<file path="config.mk">
export PLATFORM = sky130hd
export DESIGN_NAME = watch_cu_flat
export DESIGN_NICKNAME = d
export VERILOG_FILES = /design/src/rtl/watch_cu_if.sv /design/src/rtl/watch_cu.sv /design/src/flat_wrapper.sv
export SDC_FILE = /design/constraint.sdc
export NUM_CORES = 1
export LEC_CHECK = 0
export BUFFER_PORTS_ARGS = -buffer_cell sky130_fd_sc_hd__clkbuf_2
export CAP_MARGIN = 20
export CORE_UTILIZATION = 55
export CTS_BUF_LIST = sky130_fd_sc_hd__clkbuf_8
export CTS_CLUSTER_SIZE = 16
export DETAILED_ROUTE_END_ITERATION = 10
export GPL_TIMING_DRIVEN = 1
export HOLD_SLACK_MARGIN = 0.02
export PLACE_DENSITY = 0.73
export RECOVER_POWER = 50
export SKIP_CTS_REPAIR_TIMING = 1
export SLEW_MARGIN = 20
export SYNTH_ARGS = -nofsm -noshare
export SYNTH_HDL_FRONTEND = slang
export SYNTH_SLANG_ARGS = --single-unit
</file>
<file path="constraint.sdc">
create_clock -name clk -period 2.4 [get_ports clk]
set_input_delay 0.24 -clock clk [delete_from_list [all_inputs] [get_ports clk]]
set_output_delay 0.24 -clock clk [all_outputs]
set_load 0.005 [all_outputs]
</file>
<file path="src/rtl/watch_cu_if.sv">
// Button, UART and tick/edit-field signals between the watch control unit and its surroundings.
// The master side drives buttons and UART bytes. The slave side is the control unit.
interface watch_cu_if;
    logic       btn_mode;
    logic       btn_up;
    logic       btn_down;
    logic [7:0] rx_data;
    logic       rx_done;
    logic       tick_hour_up;
    logic       tick_hour_down;
    logic       tick_min_up;
    logic       tick_min_down;
    logic       tick_sec_up;
    logic       tick_sec_down;
    logic       edit_mode;
    logic [1:0] edit_field;

    modport master (
        output btn_mode, btn_up, btn_down, rx_data, rx_done,
        input  tick_hour_up, tick_hour_down, tick_min_up, tick_min_down,
        input  tick_sec_up, tick_sec_down, edit_mode, edit_field
    );

    modport slave (
        input  btn_mode, btn_up, btn_down, rx_data, rx_done,
        output tick_hour_up, tick_hour_down, tick_min_up, tick_min_down,
        output tick_sec_up, tick_sec_down, edit_mode, edit_field
    );
endinterface

</file>
<file path="src/rtl/watch_cu.sv">
// Watch control unit: turns debounced buttons and UART command bytes into one-cycle adjust ticks.
// It also runs the RUN/SET edit FSM, with hold-to-repeat and an idle timeout.
module watch_cu #(
    parameter int REPEAT_DELAY  = 50_000_000,
    parameter int REPEAT_PERIOD = 10_000_000,
    parameter int TIMEOUT       = 1_000_000_000
) (
    input  logic     clk,
    input  logic     rst,
    watch_cu_if.slave bus
);
    localparam int RW_RAW = $clog2(REPEAT_DELAY > REPEAT_PERIOD ? REPEAT_DELAY : REPEAT_PERIOD);
    localparam int RW     = (RW_RAW < 1) ? 1 : RW_RAW;
    localparam int TW_RAW = $clog2(TIMEOUT);
    localparam int TW     = (TW_RAW < 1) ? 1 : TW_RAW;

    typedef enum logic [1:0] {RUN = 2'd0, SET_HOUR = 2'd1, SET_MIN = 2'd2, SET_SEC = 2'd3} state_t;
    typedef enum logic [1:0] {CMD_MODE, CMD_UP, CMD_DOWN, CMD_RUN} cmd_t;

    state_t        state, state_next;
    logic          prev_mode, prev_up, prev_down;
    logic          edge_mode, edge_up, edge_down, any_edge, both_held, btn_held;
    logic          rep_armed, rep_dir, rep_phase;
    logic          rep_armed_next, rep_dir_next, rep_phase_next;
    logic [RW-1:0] rep_cnt, rep_cnt_next;
    logic          rep_hold, rep_fire, arm;
    logic [TW-1:0] idle_cnt, idle_next;
    logic          timeout_hit;
    logic          pend_valid, pend_valid_next;
    cmd_t          pend_cmd, pend_cmd_next;
    logic [7:0]    rx_upper;
    logic          rx_cmd_valid;
    cmd_t          rx_cmd;
    logic          ev_mode, ev_up, ev_down, ev_run, ev_any, pend_exec;

    assign edge_mode = bus.btn_mode & ~prev_mode;
    assign edge_up   = bus.btn_up   & ~prev_up;
    assign edge_down = bus.btn_down & ~prev_down;
    assign any_edge  = edge_mode | edge_up | edge_down;
    assign both_held = bus.btn_up & bus.btn_down;
    assign btn_held  = bus.btn_mode | bus.btn_up | bus.btn_down;
    assign rep_hold  = rep_armed && (rep_dir ? (bus.btn_up & ~bus.btn_down)
                                             : (bus.btn_down & ~bus.btn_up));
    assign rep_fire  = rep_hold && (rep_cnt == (rep_phase ? RW'(REPEAT_PERIOD - 1)
                                                          : RW'(REPEAT_DELAY - 1)));
    assign ev_any    = ev_mode | ev_up | ev_down | ev_run;

    always_comb begin
        rx_upper     = bus.rx_data;
        rx_cmd_valid = 1'b1;
        rx_cmd       = CMD_MODE;
        if (bus.rx_data >= 8'h61 && bus.rx_data <= 8'h7A)
            rx_upper = bus.rx_data - 8'h20;
        case (rx_upper)
            8'h4D:   rx_cmd = CMD_MODE;
            8'h55:   rx_cmd = CMD_UP;
            8'h44:   rx_cmd = CMD_DOWN;
            8'h52:   rx_cmd = CMD_RUN;
            default: rx_cmd_valid = 1'b0;
        endcase
    end

    // One event per cycle: button edges first, then a repeat pulse, then the pending UART command
    always_comb begin
        ev_mode   = 1'b0;
        ev_up     = 1'b0;
        ev_down   = 1'b0;
        ev_run    = 1'b0;
        pend_exec = 1'b0;
        arm       = 1'b0;
        if (any_edge) begin
            if (edge_mode) begin
                ev_mode = 1'b1;
            end else if (!both_held) begin
                ev_up   = edge_up;
                ev_down = edge_down;
                arm     = (state != RUN);
            end
        end else if (rep_fire) begin
            ev_up   = rep_dir;
            ev_down = ~rep_dir;
        end else if (pend_valid) begin
            pend_exec = 1'b1;
            case (pend_cmd)
                CMD_MODE: ev_mode = 1'b1;
                CMD_UP:   ev_up   = 1'b1;
                CMD_DOWN: ev_down = 1'b1;
                CMD_RUN:  ev_run  = 1'b1;
            endcase
        end
    end

    always_comb begin
        state_next  = state;
        idle_next   = idle_cnt + 1'b1;
        timeout_hit = (state != RUN) && !ev_any && !btn_held
                      && (idle_cnt == TW'(TIMEOUT - 1));
        if (ev_run) begin
            state_next = RUN;
        end else if (ev_mode) begin
            case (state)
                RUN:      state_next = SET_HOUR;
                SET_HOUR: state_next = SET_MIN;
                SET_MIN:  state_next = SET_SEC;
                SET_SEC:  state_next = RUN;
            endcase
        end else if (timeout_hit) begin
            state_next = RUN;
        end
        if (state == RUN || ev_any || btn_held || timeout_hit)
            idle_next = '0;
    end

    always_comb begin
        rep_armed_next  = rep_armed;
        rep_dir_next    = rep_dir;
        rep_phase_next  = rep_phase;
        rep_cnt_next    = rep_cnt + 1'b1;
        pend_valid_next = pend_valid;
        pend_cmd_next   = pend_cmd;
        if (arm) begin
            rep_armed_next = 1'b1;
            rep_dir_next   = edge_up;
            rep_phase_next = 1'b0;
            rep_cnt_next   = '0;
        end else if (state_next != state || !rep_hold) begin
            rep_armed_next = 1'b0;
            rep_phase_next = 1'b0;
            rep_cnt_next   = '0;
        end else if (rep_fire) begin
            rep_phase_next = 1'b1;
            rep_cnt_next   = '0;
        end
        if (bus.rx_done && rx_cmd_valid) begin
            pend_valid_next = 1'b1;
            pend_cmd_next   = rx_cmd;
        end else if (pend_exec) begin
            pend_valid_next = 1'b0;
        end
    end

    always_ff @(posedge clk or posedge rst) begin
        if (rst)
            state <= RUN;
        else
            state <= state_next;
    end

    // Edge-detect history resets high so a button held through reset never produces an edge
    always_ff @(posedge clk or posedge rst) begin
        if (rst) begin
            prev_mode  <= 1'b1;
            prev_up    <= 1'b1;
            prev_down  <= 1'b1;
            rep_armed  <= 1'b0;
            rep_dir    <= 1'b0;
            rep_phase  <= 1'b0;
            rep_cnt    <= '0;
            idle_cnt   <= '0;
            pend_valid <= 1'b0;
            pend_cmd   <= CMD_MODE;
        end else begin
            prev_mode  <= bus.btn_mode;
            prev_up    <= bus.btn_up;
            prev_down  <= bus.btn_down;
            rep_armed  <= rep_armed_next;
            rep_dir    <= rep_dir_next;
            rep_phase  <= rep_phase_next;
            rep_cnt    <= rep_cnt_next;
            idle_cnt   <= idle_next;
            pend_valid <= pend_valid_next;
            pend_cmd   <= pend_cmd_next;
        end
    end

    always_ff @(posedge clk or posedge rst) begin
        if (rst) begin
            bus.tick_hour_up   <= 1'b0;
            bus.tick_hour_down <= 1'b0;
            bus.tick_min_up    <= 1'b0;
            bus.tick_min_down  <= 1'b0;
            bus.tick_sec_up    <= 1'b0;
            bus.tick_sec_down  <= 1'b0;
            bus.edit_mode      <= 1'b0;
            bus.edit_field     <= 2'd0;
        end else begin
            bus.tick_hour_up   <= ev_up   && (state == SET_HOUR);
            bus.tick_hour_down <= ev_down && (state == SET_HOUR);
            bus.tick_min_up    <= ev_up   && (state == SET_MIN);
            bus.tick_min_down  <= ev_down && (state == SET_MIN);
            bus.tick_sec_up    <= ev_up   && (state == SET_SEC);
            bus.tick_sec_down  <= ev_down && (state == SET_SEC);
            bus.edit_mode      <= (state_next != RUN);
            bus.edit_field     <= state_next;
        end
    end
endmodule

</file>
<file path="src/flat_wrapper.sv">
// flat-port wrapper written by rule: the top's interface ports become plain ports
module watch_cu_flat 
#(
    parameter int REPEAT_DELAY  = 50_000_000,
    parameter int REPEAT_PERIOD = 10_000_000,
    parameter int TIMEOUT       = 1_000_000_000
)
  (clk, rst, bus_btn_mode, bus_btn_up, bus_btn_down, bus_rx_data, bus_rx_done, bus_tick_hour_up, bus_tick_hour_down, bus_tick_min_up, bus_tick_min_down, bus_tick_sec_up, bus_tick_sec_down, bus_edit_mode, bus_edit_field);
  watch_cu_if bus_i ();
  input  logic clk;
  input  logic rst;
  input wire logic [$bits(bus_i.btn_mode)-1:0] bus_btn_mode;
  input wire logic [$bits(bus_i.btn_up)-1:0] bus_btn_up;
  input wire logic [$bits(bus_i.btn_down)-1:0] bus_btn_down;
  input wire logic [$bits(bus_i.rx_data)-1:0] bus_rx_data;
  input wire logic [$bits(bus_i.rx_done)-1:0] bus_rx_done;
  output wire logic [$bits(bus_i.tick_hour_up)-1:0] bus_tick_hour_up;
  output wire logic [$bits(bus_i.tick_hour_down)-1:0] bus_tick_hour_down;
  output wire logic [$bits(bus_i.tick_min_up)-1:0] bus_tick_min_up;
  output wire logic [$bits(bus_i.tick_min_down)-1:0] bus_tick_min_down;
  output wire logic [$bits(bus_i.tick_sec_up)-1:0] bus_tick_sec_up;
  output wire logic [$bits(bus_i.tick_sec_down)-1:0] bus_tick_sec_down;
  output wire logic [$bits(bus_i.edit_mode)-1:0] bus_edit_mode;
  output wire logic [$bits(bus_i.edit_field)-1:0] bus_edit_field;
  assign bus_i.btn_mode = bus_btn_mode;
  assign bus_i.btn_up = bus_btn_up;
  assign bus_i.btn_down = bus_btn_down;
  assign bus_i.rx_data = bus_rx_data;
  assign bus_i.rx_done = bus_rx_done;
  assign bus_tick_hour_up = bus_i.tick_hour_up;
  assign bus_tick_hour_down = bus_i.tick_hour_down;
  assign bus_tick_min_up = bus_i.tick_min_up;
  assign bus_tick_min_down = bus_i.tick_min_down;
  assign bus_tick_sec_up = bus_i.tick_sec_up;
  assign bus_tick_sec_down = bus_i.tick_sec_down;
  assign bus_edit_mode = bus_i.edit_mode;
  assign bus_edit_field = bus_i.edit_field;
  watch_cu #(.REPEAT_DELAY(REPEAT_DELAY), .REPEAT_PERIOD(REPEAT_PERIOD), .TIMEOUT(TIMEOUT)) u_core (.clk(clk), .rst(rst), .bus(bus_i));
endmodule
</file>
# Word-level counts from Yosys, hierarchy flattened
# Cells that the tools add are included.
[word_totals] register_bits=74 input_bits=14 out_inout_bits=9
[op_classes] add_sub_neg=3 order_cmp=2 eq_ne=13 mux=47 bitwise_logic=19 n_reduce_logical=28
[ops] cell="two-way mux 26 bit" n=4
[ops] cell="two-way mux 1 bit" n=36
[ops] cell="equality test 8 x 7 -> 1 bit, second input constant" n=4
[ops] cell="adder 30 x 1 -> 30 bit, second input constant" n=1
[ops] cell="equality test 30 bit, second input constant" n=1
[ops] cell="two-way mux 30 bit" n=1
[ops] cell="adder 26 x 1 -> 26 bit, second input constant" n=1
[ops] cell="equality test 26 bit" n=1
[ops] cell="logical AND 1 bit" n=13
[ops] cell="equality test 2 bit, second input constant" n=4
[ops] cell=">= comparator 8 x 7 -> 1 bit, second input constant" n=1
[ops] cell="<= comparator 8 x 7 -> 1 bit, second input constant" n=1
[ops] cell="two-way mux 8 bit" n=1
[ops] cell="one-hot mux 2 bit (4 select lines)" n=1
[ops] cell="nonzero test 2 bit" n=4
[ops] cell="subtractor 8 x 6 -> 8 bit, second input constant" n=1
[ops] cell="OR 1 bit" n=7
[ops] cell="AND 1 bit" n=6
[ops] cell="two-way mux 2 bit" n=3
[ops] cell="inverter 1 bit" n=6
[ops] cell="one-hot mux 2 bit (3 select lines)" n=1
[ops] cell="equality test 2 x 1 -> 1 bit, second input constant" n=2
[ops] cell="logical NOT 2 bit" n=2
[ops] cell="logical OR 1 bit" n=4
[ops] cell="4 further kinds" n=6

# Depth between registers and ports, before layout
# Gate-level depths: netlist of the first run.
[logic_depth] depth_word=21 depth_mapped=9 mapped_depth_nobuf=8

# Worst setup path after synthesis of the first run
# No wires, ideal clock.
[synth_path] kind="register -> register" startpoint="register u_core.rep_cnt[8]" endpoint="register u_core.rep_cnt[14]" setup_ns=0.080 t_arrival_ns=2.092 t_required_ns=2.320 path_slack_ns=0.228 path_stages_with_launch=8 period_less_slack_ns=2.172 cell_sequence="dfrtp_1 or4b_4 nor4_4 o2111ai_4 a31oi_4 o21ai_4 buf_6 nor3_2"
[synth_between] elab_chain_cells=18
[synth_rtl] element="start: declaration" line_no="watch_cu.sv:25" rtl="logic [RW-1:0] rep_cnt, rep_cnt_next;"
[synth_rtl] element="start signal: assignment" line_no="watch_cu.sv:169" rtl="rep_cnt <= rep_cnt_next;"
[synth_rtl] element="equality test 26 bit" line_no="watch_cu.sv:44" rtl="assign rep_fire = rep_hold && (rep_cnt == (rep_phase ? RW'(REPEAT_PERIOD - 1)"
[synth_rtl] element="logical AND 1 bit" line_no="watch_cu.sv:44"
[synth_rtl] element="two-way mux 1 bit" line_no="watch_cu.sv:79" rtl="end else if (rep_fire) begin"
[synth_rtl] element="two-way mux 1 bit" line_no="watch_cu.sv:71" rtl="if (any_edge) begin"
[synth_rtl] element="OR 1 bit (3 in a row)" line_no="watch_cu.sv:46" rtl="assign ev_any = ev_mode | ev_up | ev_down | ev_run;"
[synth_rtl] element="logical NOT 1 bit" line_no="watch_cu.sv:96" rtl="timeout_hit = (state != RUN) && !ev_any && !btn_held"
[synth_rtl] element="logical AND 1 bit (2 in a row)" line_no="watch_cu.sv:96"
[synth_rtl] element="logical AND 1 bit" line_no="watch_cu.sv:97" rtl="&& (idle_cnt == TW'(TIMEOUT - 1));"
[synth_rtl] element="two-way mux 2 bit" line_no="watch_cu.sv:107" rtl="end else if (timeout_hit) begin"
[synth_rtl] element="two-way mux 2 bit" line_no="watch_cu.sv:100" rtl="end else if (ev_mode) begin"
[synth_rtl] element="two-way mux 2 bit" line_no="watch_cu.sv:98" rtl="if (ev_run) begin"
[synth_rtl] element="!= test 2 bit" line_no="watch_cu.sv:126" rtl="end else if (state_next != state || !rep_hold) begin"
[synth_rtl] element="logical OR 1 bit" line_no="watch_cu.sv:126"
[synth_rtl] element="two-way mux 26 bit *" line_no="watch_cu.sv:126"
[synth_rtl] element="two-way mux 26 bit *" line_no="watch_cu.sv:121" rtl="if (arm) begin"
[synth_rtl] element="net u_core.rep_cnt_next[14]" line_no="watch_cu.sv:25"
# The timed path passes the listed nets; every way through them passes the cells marked *.
# A chain may end at the register's enable or synchronous reset.

# Final worst setup path of the first run
[layout_path] startpoint="register u_core.rep_cnt[8]" endpoint="register u_core.rep_cnt[13]"
# Same word-level chain as after synthesis.

==> results.json, run 1 <==
{
  "status": "finished with violations",
  "violations": "capacitance limit, slew limit",
  "synth_area_leaders": "dfrtp_1 44%, xor2_1 6.3%, xnor2_1 5.2%",
  "irDropWorstVdd_mv": 0.4850,
  "firstDrtPassIters": 5,
  "start_kind": "flop",
  "ios": 23,
  "gr-total-overflow": 0,
  "post-synth-top-count-cell": "dfrtp_1",
  "final_area_sq_um": 4673,
  "synth_largest_area_cell": "dfrtp_1",
  "syn_avg_cell_area_sq_um": 9.831,
  "grt_first_pass_wirelength_mm": 14.06,
  "synthSimpleGateAreaFrac": 0.3199,
  "crit_path_end_kind": "flop",
  "slew_violations": 75,
  "place_area_sq_um": 4394,
  "power_density_nw_per_um2": 674.1,
  "hpwl_mm": 5.678,
  "syn-num-nets": 434,
  "yosysSeqAreaShare": 0.4570,
  "synth_top_cell_area_share": 0.4376,
  "maxCapViolCount": 1,
  "die-width_um": 87.92,
  "timing.slew.headroom": -0.08079,
  "cts-root-buf": "clkbuf_8",
  "period_minus_slack_ns": 2.289,
  "rows": 30,
  "grt_pass1_vias": 2957,
  "synth_xor_area_frac": 0.1143,
  "busiest_layer": "met2",
  "viasPerCell": 5.737,
  "drt_iter0_drc": 147,
  "synth_async_sr_flop_share": 1.000,
  "synth_compound_area_frac": 0.05794,
  "synth_top_family_by_area": "simple AND/OR/NAND/NOR gates",
  "use_met1": 0.3378,
  "synth_warnings": 0,
  "rsz0062_at_grt": "false",
  "antenna_found_initial": 0,
  "synth_common_cells": "71 x dfrtp_1, 49 x nor2_1, 34 x nand2_1, 29 x nand3_1, 29 x xor2_1",
  "netlist_area_sq_um": 4060,
  "n_antenna_cell": 0,
  "cts_buffers": 9,
  "worst_pin_slew_ns": 1.621,
  "cts_sinks": 74,
  "grtUsageMet2": 0.3510,
  "synth_mux_area_frac": 0.007704,
  "final-hold-violation-count": 0,
  "hold_class": "in2reg",
  "setup_viol": 0,
  "dieArea_sq_um": 7730,
  "ant_nets": 0,
  "clockBufferDepth": 2,
  "place.gp.congestion": 0.8873,
  "initial_core_util": 0.5847,
  "wirelength_mm": 8.340,
  "wl_per_cell_um": 15.00,
  "cp.arrival_ns": 2.56,
  "synthCells": 413,
  "synth.distinct_cells": 52,
  "drive_above_1_share": 0.1783,
  "max_freq_mhz": 436.9,
  "fin_crit_sh": 0.9536,
  "grt_max_degree": 75,
  "clkTransAtPathRegs_ns": 0.08,
  "core_area_sq_um": 6944,
  "clk_latency_ns": 0.36,
  "clock_skew_ns": 0.008307,
  "drc": 0,
  "area_growth_pct": 15.10,
  "leakage_nw": 1.884,
  "grt_use_met3": 0.05278,
  "io_buffer_count": 22,
  "die_y_um": 87.92,
  "crit_type": "reg2reg",
  "cp.required_ns": 2.67,
  "cts_tree": "done",
  "num-nets-final": 476,
  "synth-seq-cells": 74,
  "via_count": 3190,
  "synth_adder_area_share": 0.02157,
  "setup-tns-final_ns": 0,
  "h-tree-depth": 3,
  "grt_use_total": 0.2378,
  "crit_path_max_fanout": 28,
  "synth-main-ff-cell": "dfrtp_1",
  "synth_edf_count": 0
}
## path summary, 6_finish.rpt
path	start	end	slack (ns)	cells past startpoint
worst max-delay path	u_core.rep_cnt[8]$_DFF_PP0_	u_core.rep_cnt[13]$_DFF_PP0_	0.11	7
max in group asynchronous	rst	u_core.pend_valid$_DFFE_PP0P_	0.46	4
worst min register to register	u_core.idle_cnt[0]$_DFF_PP0_	u_core.idle_cnt[0]$_DFF_PP0_	0.49	1
worst max register to register	u_core.rep_cnt[8]$_DFF_PP0_	u_core.rep_cnt[13]$_DFF_PP0_	0.11	7
worst min-delay path	bus_btn_down	u_core.prev_down$_DFF_PP1_	0.08	1
min in group asynchronous	rst	u_core.idle_cnt[23]$_DFF_PP0_	0.99	4
## metal layers
layer	vias to the layer above	routed length (um)
met2	67	3842
met3	22	266
met4	0	193
met1	1569	4037
li1	1532	-
met5	-	0
## worst max-delay path, cell delays in order, from the launching register on
cell and delay (ns):
dfrtp_1 0.38, or4b_4 0.55, nor4_4 0.28, o2111ai_4 0.26, a31oi_4 0.25, o21ai_4 0.09
buf_12 0.18, nor3_1 0.21
## sequential cells by signal, summed over array words and instances (netlist names)
signal and flops:
u_core.prev_mode 1, u_core.idle_cnt 30, u_core.rep_phase 1, u_core.prev_up 1, u_core.state 2, u_core.bus.tick_hour_up 1
u_core.bus.tick_sec_up 1, u_core.prev_down 1, u_core.rep_cnt 26, u_core.bus.tick_min_down 1, u_core.bus.edit_mode 1, u_core.bus.tick_min_up 1
u_core.pend_cmd 2, u_core.bus.tick_sec_down 1, u_core.rep_dir 1, u_core.pend_valid 1, u_core.bus.tick_hour_down 1, u_core.rep_armed 1
## metrics by stage
step	hold slack, ns	instances	utilization	setup slack [ns]	power [mW]
finish	0.07927	556	0.6730	0.1114	3.150
global route	0.07332	556	0.6730	0.008239	3.295
CTS	-0.04232	553	0.6712	0.08825	3.171
detailed placement	0.3454	537	0.6328	0.1147	1.885
global placement	0.3393	537	0.6328	0.1995	1.865
floorplan	0.2445	413	-	0.2276	1.710
## final cells by class
type | instances | area, sq um
fill | 562 | 2271
multi-input combinational | 320 | 2122
sequential | 74 | 1856
timing repair buffer | 41 | 275.3
clock buffer | 10 | 137.6
clock inverter | 6 | 128.9
tap | 96 | 120.1
inverter | 9 | 33.78
## where the power goes
group / leakage, nW / internal, mW / switching (mW)
logic: 0.732 / 0.197 / 0.315
registers: 1.01 / 1.30 / 0.0530
clock network: 0.138 / 0.819 / 0.466
## placed cells by master, fill, tap and decap left out, types with 2 or more instances in the layout
| cell type | Yosys | final |
|---|---|---|
| and3_1 | 14 | 14 |
| xnor2_1 | 24 | 24 |
| ha_1 | 7 | 7 |
| clkbuf_2 | 0 | 18 |
| and4_1 | 5 | 5 |
| nor2_1 | 49 | 49 |
| nand4b_1 | 3 | 3 |
| o21ai_1 | 1 | 3 |
| clkbuf_1 | 7 | 4 |
| nor4b_1 | 2 | 2 |
| nand3_1 | 29 | 29 |
| inv_1 | 9 | 9 |
| bufinv_16 | 0 | 4 |
| a21oi_1 | 8 | 8 |
| nand2_1 | 34 | 34 |
| nand2b_1 | 5 | 5 |
| or3_1 | 3 | 3 |
| dfstp_2 | 3 | 3 |
| clkbuf_8 | 0 | 10 |
| dfrtp_1 | 71 | 71 |
| nand4_1 | 11 | 11 |
| o22ai_1 | 2 | 2 |
| nor4_1 | 6 | 6 |
| nor2b_1 | 8 | 8 |
| mux2i_1 | 2 | 2 |
| nand4bb_1 | 2 | 2 |
| o21ai_0 | 9 | 7 |
| nor3b_1 | 2 | 2 |
| dlygate4sd3_1 | 0 | 2 |
| nor4bb_1 | 2 | 2 |
| and2_1 | 7 | 7 |
| buf_12 | 0 | 2 |
| xor2_1 | 29 | 29 |
| buf_4 | 0 | 14 |
| nor3_2 | 19 | 20 |
| nor3_1 | 17 | 16 |
## cells by family after synthesis
| kind of cell | Yosys count |
|---|---|
| xor gates and xnor gates | 53 |
| DFF | 74 |
| buffers and inverters | 19 |
| AOI/OAI and AO/OA | 31 |
| and+or+nand+nor | 226 |
| adders and majority gates | 7 |
| muxes | 3 |
No activity file was read; power rests on OpenSTA's default activity.
==> inputs of run 2 (changes only) <==
--- a/config.mk
+++ b/config.mk
@@ -7,6 +7,7 @@
 export LEC_CHECK = 0
 export BUFFER_PORTS_ARGS = -buffer_cell sky130_fd_sc_hd__clkbuf_2
 export CAP_MARGIN = 20
+export CORE_MARGIN = 3
 export CORE_UTILIZATION = 55
 export CTS_BUF_LIST = sky130_fd_sc_hd__clkbuf_8
 export CTS_CLUSTER_SIZE = 16
==> run 2 against run 1 <==
  * The run now ends clean
  * Critical path depth unchanged
  * Global-route usage down 3.5 points
  * Sequential power about the same
  * Wire length down 5.1%
  * Count of clock-buffer cells in the layout down 1
  * Critical endpoint is now u_core.rep_cnt[25]$_DFF_PP0_
==> results.json, run 2 (synthesized netlist as in run 1, its figures left out) <==
{
  "status": "complete, no violations",
  "grt_use_total": 0.2031,
  "crit_path_max_fanout": 28,
  "slew_violations": 0,
  "setup_viol": 0,
  "post-place-ws_ns": 0.1227,
  "crit_path_top_delay_cell": "or4b_4",
  "stdcell_count": 556,
  "irDropWorstVdd_mv": 0.4441,
  "drt_iter0_drc": 137,
  "final_util": 0.6649,
  "power_density_nw_per_um2": 649.5,
  "max_freq_mhz": 440.8,
  "initial_core_util": 0.5815,
  "crit_type": "reg2reg",
  "cp.required_ns": 2.65,
  "worst_pin_slew_ns": 1.420,
  "num-nets-final": 476,
  "grt_max_degree": 48,
  "drc": 0,
  "dieArea_sq_um": 8449,
  "final-hold-violation-count": 0,
  "largest_register_ffs": 30,
  "place.gp.congestion": 0.8730,
  "hold_path_depth": 1,
  "grt_pass1_vias": 2987,
  "wirelength_mm": 7.917,
  "leakage_nw": 1.871,
  "crit_path_end_kind": "flop",
  "cts-root-buf": "clkbuf_8",
  "die_y_um": 91.92,
  "setup-tns-final_ns": 0,
  "ant_nets": 0,
  "clk_latency_ns": 0.35,
  "cp.arrival_ns": 2.52,
  "cp_cell_sequence": "or4b_4 > nor4_4 > o2111ai_4 > a31oi_4 > o21ai_4 > buf_12 > nor3_1",
  "drive_above_1_share": 0.1783,
  "grt_first_pass_wirelength_mm": 13.83,
  "n_antenna_cell": 0,
  "firstDrtPassIters": 4,
  "area_growth_pct": 14.33,
  "wl_per_cell_um": 14.24,
  "r2r_cells": 7,
  "maxCapViolCount": 0,
  "cts_tree": "done",
  "reg.largest.list": "u_core.idle_cnt x30, u_core.rep_cnt x26",
  "hpwl_mm": 5.607,
  "cts_sinks": 74,
  "io_buffer_count": 22,
  "core_area_sq_um": 6982,
  "rsz0062_at_grt": "false",
  "hold_class": "in2reg",
  "rows": 30,
  "p_total_mw": 3.015,
  "die-width_um": 91.92,
  "clock_skew_ns": 0.009434,
  "layout_common_cells": "71 x dfrtp_1, 48 x nor2_1, 34 x nand2_1, 29 x nand3_1, 29 x xor2_1",
  "cts_buffers": 9,
  "timing.slew.headroom": 0.05306,
  "final_common_cell": "dfrtp_1",
  "cpPeakStageDelay_ns": 0.55,
  "via_count": 3060,
  "worst_slack_ns": 0.1314,
  "r2r_setup_slack_ns": 0.13,
  "registers.top_by_ff_count": "u_core.idle_cnt",
  "period_minus_slack_ns": 2.269,
  "dp_cells": 536,
  "ios": 23,
  "clkTransAtPathRegs_ns": 0.08,
  "start_kind": "flop",
  "antenna_found_initial": 0,
  "gr-total-overflow": 0,
  "h-tree-depth": 3,
  "fin_crit_sh": 0.9453,
  "clockBufferDepth": 2,
  "fill_cells": 573,
  "viasPerCell": 5.504
}
-- run 2: worst paths after layout --
kind	start	end
worst max-delay path	u_core.rep_cnt[8]$_DFF_PP0_	u_core.rep_cnt[25]$_DFF_PP0_
worst min-delay path	bus_btn_up	u_core.prev_up$_DFF_PP1_
worst max register to register	u_core.rep_cnt[8]$_DFF_PP0_	u_core.rep_cnt[25]$_DFF_PP0_
worst min register to register	u_core.idle_cnt[0]$_DFF_PP0_	u_core.idle_cnt[0]$_DFF_PP0_
max in group asynchronous	rst	u_core.rep_armed$_DFFE_PP0P_
min in group asynchronous	rst	u_core.rep_cnt[3]$_DFF_PP0_
-- run 2: layout make-up --
class                           count  area (sq um)  area share
Multi-Input combinational cell    320          2123      0.4574
Sequential cell                    74          1856      0.3997
Timing Repair Buffer               41         269.0     0.05795
Clock buffer                        9         123.9     0.02668
Tap cell                           96         120.1     0.02588
Clock inverter                      7         116.4     0.02507
Inverter                            9         33.78    0.007278
-- run 2: per-layer routing --
layer / GRT usage / vias to the layer above / routed length, um
met1: 0.2719 / 1464 / 3766
met2: 0.3285 / 52 / 3800
li1: - / 1535 / -
met5: 0 / - / 0
met4: 0.06312 / 0 / 88
met3: 0.04676 / 9 / 262
-- run 2: power breakdown --
group          internal, mW  leakage, nW  switching (mW)  total [mW]
Combinational         0.199        0.731           0.305       0.504
Sequential             1.30         1.01          0.0540        1.35
Clock                 0.690        0.125           0.465        1.16
Total                  2.19         1.87           0.825        3.01
-- run 2: worst max-delay path: cells and delay by family, from the launching register on --
kind | cells | cell delay, ns
flip-flops | 1 | 0.38
AND/OR/NAND/NOR | 3 | 1.04
AO/OA/AOI/OAI | 3 | 0.57
buffers and inverters | 1 | 0.18
-- run 2: through the flow --
step / area, sq um / hold slack, ns
4_1_cts: 4614 / -0.06903
3_5_place_dp: 4374 / 0.3127
2_1_floorplan: 4060 / 0.2445
3_3_place_gp: 4374 / 0.3094
6_report: 4642 / 0.06889
5_1_grt: 4642 / 0.05422
==> inputs of run 3 (changes only) <==
--- a/config.mk
+++ b/config.mk
@@ -12,7 +12,7 @@
 export CTS_BUF_LIST = sky130_fd_sc_hd__clkbuf_8
 export CTS_CLUSTER_SIZE = 16
 export DETAILED_ROUTE_END_ITERATION = 10
-export GPL_TIMING_DRIVEN = 1
+export GPL_TIMING_DRIVEN = 0
 export HOLD_SLACK_MARGIN = 0.02
 export PLACE_DENSITY = 0.73
 export RECOVER_POWER = 50
==> run 3 against run 2 <==
  * The flow now finishes with violations (setup timing)
  * Design area up 3.2%
  * Die area unchanged
  * Maximum frequency shrank 6.3%
  * Sequential share of layout area decreased by 1.1 points
  * Combinational power up 15%
  * Highest routed layer unchanged
  * Largest cell class unchanged
  * Count of clock-buffer cells in the layout up 1
  * Critical path type unchanged
==> results.json, run 3 (synthesized netlist as in run 1, its figures left out) <==
{
  "ios": 23,
  "clockBufferDepth": 2,
  "place.gp.congestion": 0.8473,
  "cts_tree": "done",
  "r2r_cells": 7,
  "antenna_found_initial": 0,
  "grt_max_degree": 57,
  "wl_per_cell_um": 15.50,
  "final-hold-violation-count": 0,
  "rows": 30,
  "irDropWorstVdd_mv": 0.4018,
  "cp.arrival_ns": 2.69,
  "leakage_nw": 1.883,
  "reg.largest.list": "u_core.idle_cnt x30, u_core.rep_cnt x26",
  "h-tree-depth": 3,
  "layout_common_cells": "67 x dfrtp_1, 48 x nor2_1, 34 x nand2_1, 29 x nand3_1, 29 x xor2_1",
  "area_growth_pct": 18.03,
  "clock_skew_ns": 0.005337,
  "setup_viol": 1,
  "hold_ws_ns": 0.06614,
  "maxCapViolCount": 0,
  "dp_cells": 530,
  "cts-root-buf": "clkbuf_8",
  "drt_iter0_drc": 161,
  "core_area_sq_um": 6982,
  "hold_path_depth": 1,
  "num-nets-final": 480,
  "cp.required_ns": 2.67,
  "drive_above_1_share": 0.2181,
  "largest_register_ffs": 30,
  "stdcell_count": 559,
  "initial_core_util": 0.5815,
  "viasPerCell": 5.673,
  "die-width_um": 91.92,
  "post-place-ws_ns": -0.1328,
  "clk_latency_ns": 0.35,
  "gr-total-overflow": 0,
  "dieArea_sq_um": 8449,
  "ant_nets": 0,
  "hold_class": "in2reg",
  "worst_slack_ns": -0.02010,
  "cp_cell_sequence": "or4bb_4 > nor4_4 > o2111ai_4 > a22oi_2 > o21ai_4 > clkbuf_16 > nor3_2",
  "drc": 0,
  "rsz0062_at_grt": "true",
  "wirelength_mm": 8.662,
  "start_kind": "flop",
  "final_common_cell": "dfrtp_1",
  "period_minus_slack_ns": 2.420,
  "worst_pin_slew_ns": 0.8163,
  "violations": "setup timing",
  "grt_pass1_vias": 3024,
  "crit_type": "reg2reg",
  "grt_use_total": 0.2061,
  "timing.slew.headroom": 0.4528,
  "via_count": 3171,
  "hpwl_mm": 5.748,
  "cts_buffers": 9,
  "crit_path_end_kind": "flop",
  "status": "finished with violations",
  "power_density_nw_per_um2": 606.0,
  "cts_sinks": 74,
  "io_buffer_count": 20,
  "grt_first_pass_wirelength_mm": 14.12,
  "final_util": 0.6864,
  "max_freq_mhz": 413.2,
  "crit_path_top_delay_cell": "or4bb_4",
  "firstDrtPassIters": 4,
  "die_y_um": 91.92,
  "clkTransAtPathRegs_ns": 0.07,
  "cpPeakStageDelay_ns": 0.54,
  "n_antenna_cell": 0,
  "fin_crit_sh": 1.008,
  "slew_violations": 0,
  "registers.top_by_ff_count": "u_core.idle_cnt",
  "crit_path_max_fanout": 7
}
run 3: through the flow:
stage                     instance area, sq um  power (mW)  setup TNS (ns)
after floorplan                           4060       1.710               0
after global placement                    4280       1.845          -41.54
after detailed placement                  4310       1.861          -2.302
after CTS                                 4503       2.815          -2.803
after global routing                      4792       3.050          -2.060
final                                     4792       2.904        -0.02010
run 3: critical path, delay by kind of cell, from the launching register on:
| kind | cells | cell delay (ns) |
|---|---|---|
| DFF | 1 | 0.45 |
| buffers and inverters | 1 | 0.19 |
| and+or+nand+nor | 3 | 1.00 |
| AOI/OAI and AO/OA | 3 | 0.69 |
run 3: worst paths after layout:
kind,start,to,slack (ns)
worst max-delay path,u_core.rep_cnt[7]$_DFF_PP0_,u_core.rep_cnt[1]$_DFF_PP0_,-0.02
worst min-delay path,bus_btn_down,u_core.prev_down$_DFF_PP1_,0.07
worst max register to register,u_core.rep_cnt[7]$_DFF_PP0_,u_core.rep_cnt[1]$_DFF_PP0_,-0.02
worst min register to register,u_core.idle_cnt[0]$_DFF_PP0_,u_core.idle_cnt[0]$_DFF_PP0_,0.49
max in group asynchronous,rst,u_core.state[0]$_DFF_PP0_,0.57
min in group asynchronous,rst,u_core.rep_cnt[6]$_DFF_PP0_,0.53
run 3: power by group:
group          internal, mW  switching [mW]  total, mW  leakage (nW)
logic                 0.235           0.346      0.581         0.780
registers              1.30          0.0647       1.37          1.01
clock network         0.498           0.455      0.954        0.0941
total                  2.04           0.866       2.90          1.88
run 3: final cells by class:
cell class	instances	area, sq um
Tap cell	96	120.1
Fill cell	544	2190
Clock buffer	10	137.6
Timing Repair Buffer	34	241.5
Clock inverter	5	55.05
Multi-Input combinational cell	322	2278
Sequential cell	74	1861
Buffer	9	63.81
Inverter	9	35.03
run 3: routing by layer:
layer,share of wire,track usage,up-vias
met5,0,0,-
met4,0.012,0.06807,0
met3,0.035,0.05004,10
met2,0.50,0.3352,48
met1,0.45,0.2710,1564
li1,-,-,1549
